$ cat config.mk
export PLATFORM = sky130hd
export DESIGN_NAME = fetch_stage
export DESIGN_NICKNAME = d
export VERILOG_FILES = /design/src/rtl/fetch_stage.sv
export SDC_FILE = /design/constraint.sdc
export NUM_CORES = 1
export LEC_CHECK = 0
export CAP_MARGIN = 15
export CORE_MARGIN = 8
export CORE_UTILIZATION = 35
export CTS_CLUSTER_SIZE = 10
export DETAILED_ROUTE_END_ITERATION = 6
export PLACE_DENSITY_LB_ADDON = 0.3
export SLEW_MARGIN = 20
export SYNTH_ARGS = -nofsm -noshare
export SYNTH_HDL_FRONTEND = slang
export SYNTH_SLANG_ARGS = --single-unit
$ cat constraint.sdc
create_clock -name clk -period 2.6 [get_ports clk]
set_input_delay 0.52 -clock clk [delete_from_list [all_inputs] [get_ports clk]]
set_output_delay 0.52 -clock clk [all_outputs]
set_load 0.02 [all_outputs]
$ cat src/rtl/fetch_stage.sv
// rtl/fetch_stage.sv - instruction fetch stage with IF/ID register, skid buffer and redirect discard
module fetch_stage #(
    parameter logic [31:0] RESET_PC  = 32'h0000_0000,
    parameter logic [31:0] NOP_INSTR = 32'h0000_0013
) (
    input  logic        clk,
    input  logic        rst_n,
    output logic        imem_req,
    output logic [31:0] imem_addr,
    input  logic        imem_gnt,
    input  logic        imem_rvalid,
    input  logic [31:0] imem_rdata,
    input  logic        redirect_valid,
    input  logic [31:0] redirect_pc,
    input  logic        stall,
    output logic        id_valid,
    output logic [31:0] id_instr,
    output logic [31:0] id_pc,
    output logic [31:0] id_pc_plus4
);
    typedef enum logic [1:0] {S_REQ, S_WAIT, S_HOLD} state_t;

    state_t      state_q, state_d;
    logic [31:0] pc_q, pc_d;
    logic        discard_q, discard_d;
    logic        req_q, req_d;
    logic [31:0] skid_instr_q, skid_instr_d;
    logic [31:0] skid_pc_q, skid_pc_d;
    logic        id_valid_q, id_valid_d;
    logic [31:0] id_instr_q, id_instr_d;
    logic [31:0] id_pc_q, id_pc_d;
    logic [31:0] id_pc_plus4_q, id_pc_plus4_d;

    logic [31:0] pc_plus4;
    logic        slot_free;

    assign pc_plus4  = pc_q + 32'd4;
    assign slot_free = !id_valid_q || !stall;

    always_comb begin
        state_d       = state_q;
        pc_d          = pc_q;
        discard_d     = discard_q;
        skid_instr_d  = skid_instr_q;
        skid_pc_d     = skid_pc_q;
        id_valid_d    = id_valid_q;
        id_instr_d    = id_instr_q;
        id_pc_d       = id_pc_q;
        id_pc_plus4_d = id_pc_plus4_q;

        if (redirect_valid) begin
            pc_d       = {redirect_pc[31:2], 2'b00};
            id_valid_d = 1'b0;
            id_instr_d = NOP_INSTR;
            state_d    = S_REQ;
            discard_d  = 1'b0;
            // A request already accepted by memory must have its response swallowed
            if ((state_q == S_REQ && req_q && imem_gnt) ||
                (state_q == S_WAIT && !imem_rvalid)) begin
                state_d   = S_WAIT;
                discard_d = 1'b1;
            end
        end else begin
            if (!stall) begin
                id_valid_d = 1'b0;
                id_instr_d = NOP_INSTR;
            end
            case (state_q)
                S_REQ: begin
                    if (req_q && imem_gnt) state_d = S_WAIT;
                end
                S_WAIT: begin
                    if (imem_rvalid) begin
                        state_d = S_REQ;
                        if (discard_q) begin
                            discard_d = 1'b0;
                        end else begin
                            pc_d = pc_plus4;
                            if (slot_free) begin
                                id_valid_d    = 1'b1;
                                id_instr_d    = imem_rdata;
                                id_pc_d       = pc_q;
                                id_pc_plus4_d = pc_plus4;
                            end else begin
                                skid_instr_d = imem_rdata;
                                skid_pc_d    = pc_q;
                                state_d      = S_HOLD;
                            end
                        end
                    end
                end
                S_HOLD: begin
                    if (!stall) begin
                        id_valid_d    = 1'b1;
                        id_instr_d    = skid_instr_q;
                        id_pc_d       = skid_pc_q;
                        id_pc_plus4_d = skid_pc_q + 32'd4;
                        state_d       = S_REQ;
                    end
                end
                default: state_d = S_REQ;
            endcase
        end

        req_d = (state_d == S_REQ);
    end

    always_ff @(posedge clk or negedge rst_n) begin
        if (!rst_n) begin
            state_q       <= S_REQ;
            pc_q          <= RESET_PC;
            discard_q     <= 1'b0;
            req_q         <= 1'b0;
            skid_instr_q  <= NOP_INSTR;
            skid_pc_q     <= 32'd0;
            id_valid_q    <= 1'b0;
            id_instr_q    <= NOP_INSTR;
            id_pc_q       <= 32'd0;
            id_pc_plus4_q <= 32'd0;
        end else begin
            state_q       <= state_d;
            pc_q          <= pc_d;
            discard_q     <= discard_d;
            req_q         <= req_d;
            skid_instr_q  <= skid_instr_d;
            skid_pc_q     <= skid_pc_d;
            id_valid_q    <= id_valid_d;
            id_instr_q    <= id_instr_d;
            id_pc_q       <= id_pc_d;
            id_pc_plus4_q <= id_pc_plus4_d;
        end
    end

    assign imem_req    = req_q;
    assign imem_addr   = pc_q;
    assign id_valid    = id_valid_q;
    assign id_instr    = id_instr_q;
    assign id_pc       = id_pc_q;
    assign id_pc_plus4 = id_pc_plus4_q;
endmodule

==> impl_metrics.env <==
export IMPL_status="finished, final reports clean"
export IMPL_grt_pass1_wl_mm=46.0
export IMPL_p_comb_share_pct=33.0
export IMPL_hold_viol=0
export IMPL_yosysWarnings=0
export IMPL_crit_type="register to register"
export IMPL_diodes=0
export IMPL_start_kind="register"
export IMPL_clock_skew_ps=11.4
export IMPL_cts_hold_buf=0
export IMPL_cts_buffer_depth=2
export IMPL_cts_resized=0
export IMPL_coreArea_um2=27500
export IMPL_antenna_found_initial=3
export IMPL_max_cap_viol_count=0
export IMPL_io_pins=200
export IMPL_post_cts_buffers=0
export IMPL_first_pass_iters=6
export IMPL_p_sw_w=0.00351
export IMPL_overflow=0
export IMPL_synth_area_leader_cell="dfrtp_1"
export IMPL_yosys_most_used_dff="dfrtp_1"
export IMPL_vias=7961
export IMPL_grt_usage_pct=17.6
export IMPL_post_route_period_util_pct=88.6
export IMPL_drtIter0Drc=709
export IMPL_finalCriticalPeriod_ps=2300
export IMPL_start_util_pct=35.2
export IMPL_grt_pass1_vias=7994
export IMPL_cts_made_buffers=17
export IMPL_switching_share_pct=35.6
export IMPL_synth_avg_cell_area_um2=10.1
export IMPL_yosysMostFrequentCell="dfrtp_1"
export IMPL_synth_top_area_share_pct=47.4
export IMPL_wire_per_inst_um=19.6
export IMPL_finalSetupViolCount=0
export IMPL_die_h_um=182
export IMPL_relSlewSlack_pct=56.5
export IMPL_cts_clk_slew_worst_paths_ps=80
export IMPL_synth_edff_count=0
export IMPL_place_congestion=0.844
export IMPL_root_buffer="clkbuf_16"
export IMPL_h_tree_depth=4
export IMPL_irDropWorstVdd_v=0.000462
export IMPL_seqPwrFrac_pct=40.1
export IMPL_synth_common_cells="dfrtp_1, nand2_1, o21ai_0"
export IMPL_end_kind="register"
export IMPL_postSynth_asyncResetShare_pct=100
export IMPL_critPathMaxFanout=9
export IMPL_vias_per_cell=5.33
export IMPL_worst_slew_pin_slew_ps=653
export IMPL_clockPowerShare_pct=27.0
export IMPL_die_area_um2=33200
export IMPL_fmax_ghz=0.434
export IMPL_tns_ps=0
export IMPL_fp_dieW_um=182
export IMPL_synth_area_leaders="dfrtp_1, mux2_2, nand2_1"
export IMPL_rsz0062_at_grt="false"
export IMPL_required_ps=2900
export IMPL_area_growth_pct=31.1
export IMPL_grt_start_max_net_pins=100
export IMPL_fillCellCount=2604
export IMPL_arrival_ps=2600
export IMPL_dp_hpwl_mm=20.8
export IMPL_powerDensity_nw_per_um2=779
export IMPL_clock_latency_ps=440
export IMPL_drcViolationCount=0
export IMPL_wl_mm=29.3
export IMPL_r2r_slack_ps=300
export IMPL_ys_seq_area_share_pct=49.0
export IMPL_hold_path_class="input port to async pin"
export IMPL_ys_seq_elements=189
export IMPL_num_rows=61
export IMPL_io_buffers=191
export IMPL_power_leakage_nw=5.23
export IMPL_nets=1212
export IMPL_synth_cells=957
export IMPL_cts_tree="yes"
export IMPL_clock_sinks=189
export IMPL_ant_nets=0
export IMPL_intPower_w=0.00635
export IMPL_synth_area_um2=9660
export IMPL_drive_gt1_share_pct=14.3
export IMPL_synth_cell_type_count=59
export IMPL_post_route_util_pct=46.1
export IMPL_slew_viol_final=0
state kept, by name, summed over array words and instances, names as in the netlist:
| signal | cells |
|---|---|
| id_pc | 30 |
| imem_req | 1 |
| id_pc_plus4 | 30 |
| id_instr | 32 |
| id_valid | 1 |
| skid_instr_q | 32 |
| skid_pc_q | 30 |
| state_q | 2 |
| imem_addr | 30 |
| discard_q | 1 |
per-layer routing:
metal | vias up | global-route usage [%] | wire length [um]
met1 | 3867 | 22.6 | 12600
met5 | - | 0 | 41
met4 | 6 | 5.81 | 733
met3 | 46 | 6.24 | 2670
li1 | 3751 | - | -
met2 | 291 | 27.0 | 13300
power by group through the flow:
stage	Sequential [W]	Combinational (W)	Clock, W
2_1_floorplan	0.00451	0.00109	0
3_3_place_gp	0.00400	0.00327	0
3_5_place_dp	0.00402	0.00330	0
4_1_cts	0.00396	0.00331	0.00272
5_1_grt	0.00403	0.00352	0.00285
6_report	0.00395	0.00326	0.00266
final timing paths:
kind | from | to | cells after the start
min in group clk | id_pc[25] | id_pc[25] | 2
setup reg to reg | skid_pc_q[5] | id_pc_plus4[31] | 5
hold / removal | rst_n | id_pc[11] | 1
hold reg to reg | id_pc[25] | id_pc[25] | 2
max in group asynchronous | rst_n | id_instr[16] | 2
setup / recovery | skid_pc_q[5] | id_pc_plus4[31] | 5
final cells by class:
type | count | area, um^2 | share of cell area [%]
Tap cell | 346 | 433 | 3.42
Sequential cell | 189 | 4740 | 37.4
Timing Repair Buffer | 241 | 2390 | 18.9
Inverter | 11 | 41.3 | 0.326
Multi-Input combinational cell | 676 | 4480 | 35.4
Clock inverter | 13 | 126 | 0.998
Clock buffer | 19 | 453 | 3.58
kinds of logic after synthesis:
group                    after synthesis  share of synthesized area (%)
AO/OA/AOI/OAI                        172                           11.9
XOR/XNOR                              67                           6.07
adder cells (fa/ha/maj)                6                          0.777
buffers and inverters                 97                           4.97
flip-flops                           189                           49.0
multiplexers                         100                           11.1
other                                  1                         0.0388
AND/OR/NAND/NOR                      325                           16.1
through the flow:
stage	worst slack (ps)	cells	power (W)	instance area, um^2	hold slack [ps]
after floorplan	348	962	0.00560	9680	224
after global placement	139	1463	0.00726	12100	462
after detailed placement	69.6	1463	0.00732	12100	472
after CTS	323	1495	0.00998	12700	125
after global routing	134	1495	0.0104	12700	124
final	295	1495	0.00987	12700	82.3
worst max-delay path, stage by stage (launching register included):
cell	delay, ps
dfrtp_1	500
nand4_1	260
or4_1	710
nor4_4	370
xnor2_1	180
o221ai_2	130
layout by cell type, fill, tap and decap left out, drive strengths merged, types with 20 or more instances in the layout:
master / n
mux2i: 42
nor4: 21
o21ai: 86
nand3: 35
clkbuf: 20
nor2: 60
nand2: 131
nor3: 30
mux2: 58
clkdlybuf4s50: 189
xnor2: 35
buf: 51
a222oi: 28
xor2: 32
dfrtp: 183
Note: power is estimated with default switching activity, not from simulation.
